===== src/rtl/wb_pkg.sv =====
// Shared types and helpers for the write-back merge unit.
// wb_req_t carries a register index plus a WB_XLEN-bit result.
package wb_pkg;

    localparam int REG_ADDR_W = 5;
    localparam int WB_XLEN    = 32;
    localparam int MAX_CH     = 8;

    typedef struct packed {
        logic [REG_ADDR_W-1:0] rd_id;
        logic [WB_XLEN-1:0]    data;
    } wb_req_t;

    typedef struct packed {
        logic       found;
        logic [2:0] idx;
    } rr_pick_t;

    // First set bit of mask at or after ptr, wrapping within nch channels.
    function automatic rr_pick_t rr_pick(input logic [MAX_CH-1:0] mask,
                                         input logic [2:0]        ptr,
                                         input int                nch);
        rr_pick_t pick;
        int       j;
        pick = '0;
        j    = 0;
        for (int i = MAX_CH - 1; i >= 0; i--) begin
            if (i < nch) begin
                j = (int'(ptr) + i) % nch;
                if (mask[j[2:0]]) begin
                    pick.found = 1'b1;
                    pick.idx   = j[2:0];
                end
            end
        end
        return pick;
    endfunction

endpackage


===== src/rtl/wb_merge_unit_fifo.sv =====
// Per-channel result FIFO with a saturating head-age counter.
// starved is raised once the current head has waited STARVE_LIM cycles.
module wb_fifo
    import wb_pkg::*;
#(
    parameter int DEPTH      = 2,
    parameter int STARVE_LIM = 8
) (
    input  logic    clk_sys,
    input  logic    rst_b,
    input  logic    push,
    input  wb_req_t push_data,
    input  logic    pop,
    output wb_req_t head,
    output logic    full,
    output logic    empty,
    output logic    starved
);

    localparam int PTR_W = $clog2(DEPTH);
    localparam int CNT_W = PTR_W + 1;
    localparam int AGE_W = $clog2(STARVE_LIM + 1);

    wb_req_t          mem [DEPTH];
    logic [PTR_W-1:0] rd_ptr;
    logic [PTR_W-1:0] wr_ptr;
    logic [CNT_W-1:0] count;
    logic [AGE_W-1:0] age;
    logic             wr_en;
    logic             rd_en;

    assign full    = (count == CNT_W'(DEPTH));
    assign empty   = (count == '0);
    assign head    = mem[rd_ptr];
    assign starved = ~empty & (age >= AGE_W'(STARVE_LIM));
    assign wr_en   = push & ~full;
    assign rd_en   = pop & ~empty;

    always_ff @(posedge clk_sys) begin
        if (wr_en) begin
            mem[wr_ptr] <= push_data;
        end
    end

    always_ff @(posedge clk_sys or negedge rst_b) begin
        if (!rst_b) begin
            rd_ptr <= '0;
            wr_ptr <= '0;
            count  <= '0;
            age    <= '0;
        end else begin
            if (wr_en) begin
                wr_ptr <= wr_ptr + 1'b1;
            end
            if (rd_en) begin
                rd_ptr <= rd_ptr + 1'b1;
            end
            case ({wr_en, rd_en})
                2'b10:   count <= count + 1'b1;
                2'b01:   count <= count - 1'b1;
                default: count <= count;
            endcase
            // A freshly exposed head always starts at age 0.
            if (empty | rd_en) begin
                age <= '0;
            end else if (age < AGE_W'(STARVE_LIM)) begin
                age <= age + 1'b1;
            end
        end
    end

endmodule


===== src/rtl/wb_merge_unit.sv =====
// Write-back merge: in-order result has priority, long-latency results drain
// through per-channel FIFOs. Define WB_INSTRET_EN to add the retire counter.
module wb_merge_unit
    import wb_pkg::*;
#(
    parameter int XLEN       = WB_XLEN,
    parameter int NCH        = 2,
    parameter int DEPTH      = 2,
    parameter int STARVE_LIM = 8
) (
    input  logic                       clk_i,
    input  logic                       reset_i,
    input  logic [XLEN-1:0]            MW_PC_i,
    input  logic [31:0]                MW_instr_i,
    input  logic                       MW_nop_i,
    input  logic [REG_ADDR_W-1:0]      MW_rdId_i,
    input  logic [XLEN-1:0]            MW_wbData_i,
    input  logic                       MW_wbEnable_i,
    input  logic [NCH-1:0]             lu_valid_i,
    input  logic [NCH*REG_ADDR_W-1:0]  lu_rdId_i,
    input  logic [NCH*XLEN-1:0]        lu_data_i,
    output logic [NCH-1:0]             lu_ready_o,
    output logic                       stall_o,
    output logic                       rdWe_o,
    output logic [REG_ADDR_W-1:0]      rdId_o,
    output logic [XLEN-1:0]            rdData_o,
    output logic                       retire_o,
`ifdef WB_INSTRET_EN
    input  logic                       instretLoad_i,
    input  logic [63:0]                instretData_i,
    output logic [63:0]                instret_o,
`endif
    output logic [NCH-1:0]             pending_o
);

    logic [NCH-1:0] ch_push;
    logic [NCH-1:0] ch_pop;
    logic [NCH-1:0] ch_full;
    logic [NCH-1:0] ch_empty;
    logic [NCH-1:0] ch_starved;
    wb_req_t        ch_head [NCH];

    logic           stall;
    logic           mw_req;
    logic           ch_grant;
    logic           grant_vld;
    wb_req_t        grant_req;
    int             sel;
    rr_pick_t       pick;
    logic [2:0]     rr_ptr;
    logic [2:0]     rr_ptr_nxt;

    // PC and instruction word travel with the bundle but are not needed here.
    logic unused_mw;
    assign unused_mw = ^{MW_PC_i, MW_instr_i};

    for (genvar c = 0; c < NCH; c++) begin : g_ch
        wb_req_t push_req;
        assign push_req.rd_id = lu_rdId_i[c*REG_ADDR_W +: REG_ADDR_W];
        assign push_req.data  = WB_XLEN'(lu_data_i[c*XLEN +: XLEN]);
        assign ch_push[c]     = lu_valid_i[c] & ~ch_full[c];

        wb_fifo #(
            .DEPTH      (DEPTH),
            .STARVE_LIM (STARVE_LIM)
        ) u_fifo (
            .clk_sys   (clk_i),
            .rst_b     (reset_i),
            .push      (ch_push[c]),
            .push_data (push_req),
            .pop       (ch_pop[c]),
            .head      (ch_head[c]),
            .full      (ch_full[c]),
            .empty     (ch_empty[c]),
            .starved   (ch_starved[c])
        );
    end

    assign stall      = (|ch_starved) & ~MW_nop_i;
    assign stall_o    = stall;
    assign lu_ready_o = ~ch_full;
    assign pending_o  = ~ch_empty;

    always_comb begin
        mw_req     = ~MW_nop_i & MW_wbEnable_i & ~stall;
        pick       = rr_pick(MAX_CH'(~ch_empty), rr_ptr, NCH);
        ch_pop     = '0;
        ch_grant   = 1'b0;
        grant_vld  = 1'b0;
        grant_req  = '0;
        rr_ptr_nxt = rr_ptr;
        sel        = 0;
        if (|ch_starved) begin
            ch_grant = 1'b1;
            for (int c = NCH - 1; c >= 0; c--) begin
                if (ch_starved[c]) begin
                    sel = c;
                end
            end
        end else if (mw_req) begin
            grant_vld       = 1'b1;
            grant_req.rd_id = MW_rdId_i;
            grant_req.data  = WB_XLEN'(MW_wbData_i);
        end else if (pick.found) begin
            ch_grant = 1'b1;
            sel      = int'(pick.idx);
        end
        if (ch_grant) begin
            grant_vld   = 1'b1;
            ch_pop[sel] = 1'b1;
            grant_req   = ch_head[sel];
            rr_ptr_nxt  = 3'((sel + 1) % NCH);
        end
    end

    always_ff @(posedge clk_i or negedge reset_i) begin
        if (!reset_i) begin
            rr_ptr   <= '0;
            rdWe_o   <= 1'b0;
            rdId_o   <= '0;
            rdData_o <= '0;
            retire_o <= 1'b0;
        end else begin
            rr_ptr   <= rr_ptr_nxt;
            retire_o <= ~MW_nop_i & ~stall;
            rdWe_o   <= grant_vld & (grant_req.rd_id != '0);
            if (grant_vld) begin
                rdId_o   <= grant_req.rd_id;
                rdData_o <= XLEN'(grant_req.data);
            end
        end
    end

`ifdef WB_INSTRET_EN
    always_ff @(posedge clk_i or negedge reset_i) begin
        if (!reset_i) begin
            instret_o <= '0;
        end else if (instretLoad_i) begin
            instret_o <= instretData_i;
        end else if (retire_o) begin
            instret_o <= instret_o + 64'd1;
        end
    end
`endif

endmodule

===== config.mk =====
export PLATFORM = sky130hd
export DESIGN_NAME = wb_merge_unit
export DESIGN_NICKNAME = d
export VERILOG_FILES = /design/src/rtl/wb_pkg.sv /design/src/rtl/wb_merge_unit_fifo.sv /design/src/rtl/wb_merge_unit.sv
export SDC_FILE = /design/constraint.sdc
export NUM_CORES = 1
export LEC_CHECK = 0
export BUFFER_PORTS_ARGS = -buffer_cell sky130_fd_sc_hd__buf_2
export CORE_MARGIN = 10
export CORE_UTILIZATION = 28
export DETAILED_ROUTE_END_ITERATION = 6
export RECOVER_POWER = 25
export SYNTH_ARGS = -nofsm -noshare
export SYNTH_HDL_FRONTEND = slang
export SYNTH_SLANG_ARGS = --single-unit

===== constraint.sdc =====
create_clock -name clk_i -period 6.6 [get_ports clk_i]
set_clock_uncertainty 0.2 [all_clocks]
set_input_delay 1.32 -clock clk_i [delete_from_list [all_inputs] [get_ports clk_i]]
set_output_delay 1.32 -clock clk_i [all_outputs]
set_load 0.01 [all_outputs]

==> flow_summary.toml, run 1 <==
[placed_design]
place.port_buffers = 160
place.gp.congestion = 0.718
dp_hpwl_um = 14100
dp.cells = 1049
place_area_mm2 = 0.00945

[sta]
finalSetupViolCount = 0
tightestPinTransition_ps = 1030
max_slew_margin_pct = 31.6
finalSetupTns_ps = 0
rsz0062_at_grt = "false"
fmax_mhz = 271
fin_crit_sh_pct = 56.0
final_max_slew_viol_count = 0
whs_ps = 304
layout_min_cycle_time_ps = 3690
hold_viol = 0

[synth]
synth_common_cells = "edfxtp_1, nor2_1, dfrtp_1"
synth_top_cell_area_share_pct = 54.2
yosys.area.top_type = "edfxtp_1"
ys_seq_elements = 204
syn_inst = 525
ys_types = 33
netlist_area_mm2 = 0.00820
synth_area_leaders = "edfxtp_1, dfrtp_1, a221oi_2, mux2_2, mux2i_1"
yosysWarnings = 0
syn_nets = 712
async_flop_share_pct = 27.5
synth-main-ff-cell = "edfxtp_1"
synth_edf_count = 148
seq_area_frac_synth_pct = 71.3
synth.most_common_cell = "edfxtp_1"
postSynthAreaPerCell_um2 = 15.6

[route]
drc = 0
vias_per_cell = 4.41
finalWirelength_um = 21300
antenna_left = 0
dr.pass1.iters = 5
route.detailed.wl_per_inst_um = 19.5
via_count = 4825
drt_iter0_drc = 155

[critical_path]
r2r_cells = 6
r2r_setup_slack_ps = 3270
rr_endpoint = "g_ch[0].u_fifo.count[1]"
crit_buf_inv = 1
crit_path_top_delay_cell = "and2_4"
cp.depth = 7
timing.critical_path.slowest_cell_delay_ps = 810
crit_fanout = 41
cp_data_required_time_ps = 6830
path_cells = "buf_2 > nor3b_1 > a2111o_2 > and2_4 > ha_1 > nor2_1 > xor2_1"
cp_top_family = "simple AND/OR/NAND/NOR gates"
r2r-start = "g_ch[1].u_fifo.age[3]"
critical_path.endpoint_type = "flip-flop"
critPathArrivalTime_ps = 3920
critPathKind = "input pin to flip-flop"
cp-start-kind = "input pin"
cp-startpoint = "MW_nop_i"

[clocking]
clock_path_buffers = 3
clock_sinks = 204
cts-resized-gates = 0
clkTransAtPathRegs_ps = 60
hold_buffers = 0
clk_latency_ps = 510
cts_tree = "yes"
cts_max_level = 1
cts_root_buf = "clkbuf_16"
cts_buffers = 24
cts_setup_buffers = 0

[global_route]
grt_pass1_wl_um = 31800
antenna_found_initial = 2
grt_pass1_vias = 5186
overflow = 0
grt_usage_pct = 11.4
grt_max_degree = 57

[min_path]
whs_endpoint = "g_ch[0].u_fifo.age[0]"
whs_path_depth = 1
hp-class = "flip-flop to flip-flop"
min-delay-start = "g_ch[0].u_fifo.age[0]"

[cells_and_area]
fin_area_mm2 = 0.0102
layout.cells.non_filler = 1094
area_growth_pct = 24.2
nFillCells = 2781
layout.nets = 878
drive_above_1_share_pct = 36.4

[die]
fp.dieH_um = 191
die_area_mm2 = 0.0365
fp-row-count = 62
initial_core_util_pct = 28.5
core_area_mm2 = 0.0288
die_x_um = 191
io_pins = 225

[pwr]
leakage_nw = 3.95
vdd_drop_max_mv = 0.210
powerDensity_mw_per_mm2 = 471
total_power_mw = 4.80

[job]
max_cap_viol_count = 0

[status]
status = "completed"
==> cells in the final DEF, fill, tap and decap left out, types with 2 or more instances in the layout <==
cell and n:
xnor2_1 9, clkinv_1 6, buf_2 137, mux2_2 37, o21ai_1 5, inv_1 12, xor2_1 4, a21oi_1 32
edfxtp_1 148, ha_1 6, clkinv_2 4, dfrtp_2 2, dfrtp_1 54, and3_2 2, nor2_4 2, clkbuf_16 25
buf_4 8, a31oi_1 2, a221oi_2 30, nand2_1 4, mux2i_1 38, nand2b_1 3, nor2b_1 3, clkinv_4 2
nor2_1 85, a221oi_1 7, clkbuf_1 26
==> state kept, by name (all words and copies together) (netlist names) <==
| name | count |
|---|---|
| g_ch.u_fifo.age | 8 |
| g_ch.u_fifo.count | 4 |
| g_ch.u_fifo.mem | 148 |
| g_ch.u_fifo.rd_ptr | 2 |
| g_ch.u_fifo.wr_ptr | 2 |
| rdData_o | 32 |
| rdId_o | 5 |
| rdWe_o | 1 |
| retire_o | 1 |
| rr_ptr | 1 |
==> report_power, final <==
| part | switching (mW) | internal (mW) | leakage [nW] |
|---|---|---|---|
| Clock | 0.513 | 0.742 | 0.372 |
| Combinational | 0.913 | 0.634 | 1.53 |
| Sequential | 0.193 | 1.80 | 2.04 |
==> metrics by stage <==
stage                     worst slack, ps  util [%]
final                                2910      35.4
after global routing                 2670      35.4
after CTS                            2800      35.5
after detailed placement             2260      32.8
after global placement               2290      32.8
after floorplan                      2990         -
==> logic make-up (layout without fill, tap and decap cells) <==
group,after synthesis,in the layout,share of synthesized area [%]
xor gates and xnor gates,13,13,1.39
adders and majority gates,6,6,0.915
muxes,75,75,9.72
AOI/OAI and AO/OA,82,82,9.22
and+or+nand+nor,105,105,5.37
other,0,1,0
DFF,204,204,71.3
buffers and inverters,40,224,2.11
==> per-layer routing <==
metal	global-route usage, %	wire length, µm
met4	3.16	397
met5	0	20
met2	20.0	10800
met1	13.8	9060
met3	2.35	1100
==> cell type report <==
| class | count | area (µm²) | share of cell area, % |
|---|---|---|---|
| antenna | 1 | 2.50 | 0.0246 |
| multi-input combinational | 281 | 2210 | 21.7 |
| inverter | 12 | 45.0 | 0.442 |
| sequential | 204 | 5850 | 57.4 |
| clock buffer | 29 | 651 | 6.39 |
| timing repair buffer | 168 | 832 | 8.17 |
| tap | 384 | 480 | 4.72 |
| clock inverter | 15 | 109 | 1.07 |
==> worst max-delay path by stage <==
| stage | end | slack, ps |
|---|---|---|
| after floorplan | g_ch[0].u_fifo.mem[0][0] | 2990 |
| after global placement | rdWe_o | 2290 |
| after detailed placement | rdWe_o | 2260 |
| after CTS | rdWe_o | 2800 |
| after global routing | rdWe_o | 2670 |
| final | g_ch[0].u_fifo.count[1] | 2910 |
Power figures use the tool's default switching activity.
==> run 2, diff against run 1 <==
==> constraint.sdc (replaced) <==
create_clock -name clk_i -period 3.1 [get_ports clk_i]
set_clock_uncertainty 0.2 [all_clocks]
set_input_delay 0.62 -clock clk_i [delete_from_list [all_inputs] [get_ports clk_i]]
set_output_delay 0.62 -clock clk_i [all_outputs]
set_load 0.01 [all_outputs]
==> run 2 against run 1 <==
- sequential power grew 110%
- routed wire length increased by 1.1%
- via count grew 1.1%
- sequential cell count is the same
- combinational power up 120%
- final cell count rose by 0.91%
- register-to-register slack worse by 3100 ps
- total power up 120%
- core utilization is 0.74 points higher
- count of clock-buffer cells in the layout up 3
- non-clock buffer count grew 8
- critical path type is now flip-flop to flip-flop
- largest power group unchanged
- highest routed layer unchanged
==> flow_summary.toml, run 2 (synthesized netlist as in run 1, its figures left out) <==
[status]
status = "completed"

[cells_and_area]
top_regs = "g_ch.u_fifo.mem (148), rdData_o (32), g_ch.u_fifo.age (8)"
area_growth_pct = 26.8
seqCellArea_mm2 = 0.00585
layout.nets = 887
largest_reg_flops = 148
top_register = "g_ch.u_fifo.mem"
drive_above_1_share_pct = 37.9
final_cell_mix = "edfxtp_1, buf_2, nor2_1"
multi_input_area_mm2 = 0.00221
nFillCells = 2804
layout.cells.non_filler = 1104
layout_commonest_cell = "edfxtp_1"

[pwr]
vdd_drop_max_mv = 0.492
powerDensity_mw_per_mm2 = 1020
total_power_mw = 10.6
leakage_nw = 4.05

[critical_path]
r2r_cells = 6
cp_data_required_time_ps = 3260
critPathArrivalTime_ps = 3060
crit_path_top_delay_cell = "or4_4"
critical_path.endpoint_type = "flip-flop"
crit_fanout = 14
path_cells = "or4_4 > a221o_1 > and2_4 > buf_4 > a221oi_1 > o21ai_1"
r2r_setup_slack_ps = 210
timing.critical_path.slowest_cell_delay_ps = 580
r2r-start = "g_ch[1].u_fifo.count[1]"
crit_buf_inv = 1
critPathKind = "flip-flop to flip-flop"
cp_top_family = "compound AO/OA/AOI/OAI gates"
rr_endpoint = "rdId_o[3]"
cp-start-kind = "flip-flop"

[route]
finalWirelength_um = 21600
route.detailed.wl_per_inst_um = 19.5
drc = 0
vias_per_cell = 4.42
dr.pass1.iters = 4
drt_iter0_drc = 162
via_count = 4880
antenna_left = 0

[sta]
fmax_mhz = 346
whs_ps = 94.7
max_slew_margin_pct = 56.9
fin_crit_sh_pct = 93.3
finalSetupViolCount = 0
hold_viol = 0
layout_min_cycle_time_ps = 2890
finalSetupTns_ps = 0
final_max_slew_viol_count = 0
tightestPinTransition_ps = 645
rsz0062_at_grt = "false"

[clocking]
clkTransAtPathRegs_ps = 60
clk_latency_ps = 510
clock_path_buffers = 3
clock_sinks = 204
cts_max_level = 1
cts_tree = "yes"
cts_root_buf = "clkbuf_16"
cts_buffers = 25
cts-resized-gates = 0

[min_path]
whs_path_depth = 1
hp-class = "input pin to flip-flop"
whs_endpoint = "g_ch[1].u_fifo.mem[0][23]"
min-delay-start = "lu_data_i[55]"

[placed_design]
dp_hpwl_um = 14900
place.port_buffers = 160
place.gp.congestion = 0.745
dp.cells = 1056

[die]
fp.dieH_um = 191
die_area_mm2 = 0.0365
initial_core_util_pct = 28.5
die_x_um = 191
fp-row-count = 62
io_pins = 225
core_area_mm2 = 0.0288

[global_route]
grt_max_degree = 41
grt_pass1_wl_um = 32400
overflow = 0
antenna_found_initial = 5
grt_usage_pct = 11.7
grt_pass1_vias = 5456

[job]
max_cap_viol_count = 0
==> run 2: changes by cell type in the layout (fill, tap and decap cells not counted), sizes merged <==
cell	before	now
dlygate4sd3	0	1
clkbuf	52	51
diode	1	2
buf	145	156
clkinv	12	8
bufinv	1	3
==> run 2: how the worst max path moves through the flow <==
stage,from,endpoint,slack [ps],cells after the start
2_1_floorplan,g_ch[0].u_fifo.count[0],g_ch[0].u_fifo.mem[0][0],160,3
3_3_place_gp,g_ch[1].u_fifo.count[1],rdId_o[3],290,6
3_5_place_dp,g_ch[1].u_fifo.count[1],rdId_o[3],310,6
4_1_cts,g_ch[1].u_fifo.count[1],rdId_o[3],290,6
5_1_grt,g_ch[1].u_fifo.count[1],rdId_o[3],170,6
6_report,g_ch[1].u_fifo.count[1],rdId_o[3],210,6
==> run 2: layout make-up <==
cell class              count  share of cell area [%]
flip-flops and latches    204                    56.3
multi-input cells         281                    21.3
repair buffers            176                    9.26
clock buffers              32                    6.67
well taps                 384                    4.62
clock inverters            13                    1.41
inverters                  12                   0.433
diodes                      2                  0.0481
==> run 2: worst register-to-register path, stage by stage (launching register included) <==
cell and delay (ps):
dfrtp_1 420, or4_4 580, a221o_1 360, and2_4 240
buf_4 260, a221oi_1 550, o21ai_1 130
==> run 2: metrics by stage <==
| stage | area (µm²) | setup slack [ps] | util (%) |
|---|---|---|---|
| CTS | 10400 | 290 | 36.2 |
| finish | 10400 | 206 | 36.1 |
| detailed placement | 9560 | 312 | 33.2 |
| global route | 10400 | 174 | 36.1 |
| floorplan | 8200 | 163 | - |
| global placement | 9560 | 295 | 33.2 |
==> run 2: timing repair <==
action                                 4_1_cts  5_1_grt
buffers inserted                             0        0
endpoints found under the hold margin       56        0
hold buffers                                 1        0
==> run 2: where the power goes <==
part	total (mW)	leakage, nW	internal [mW]	switching, mW
Sequential	4.20	2.04	3.82	0.375
Clock	2.94	0.411	1.83	1.11
Combinational	3.46	1.60	1.45	2.01
==> run 2: routing by layer <==
| metal | vias up | track usage [%] | part of all wire, % |
|---|---|---|---|
| met5 | - | 0 | 0.16 |
| met4 | 4 | 3.37 | 2.6 |
| met3 | 35 | 2.81 | 5.7 |
| met2 | 120 | 21.0 | 51 |
| met1 | 2390 | 13.4 | 40 |
| li1 | 2331 | - | - |
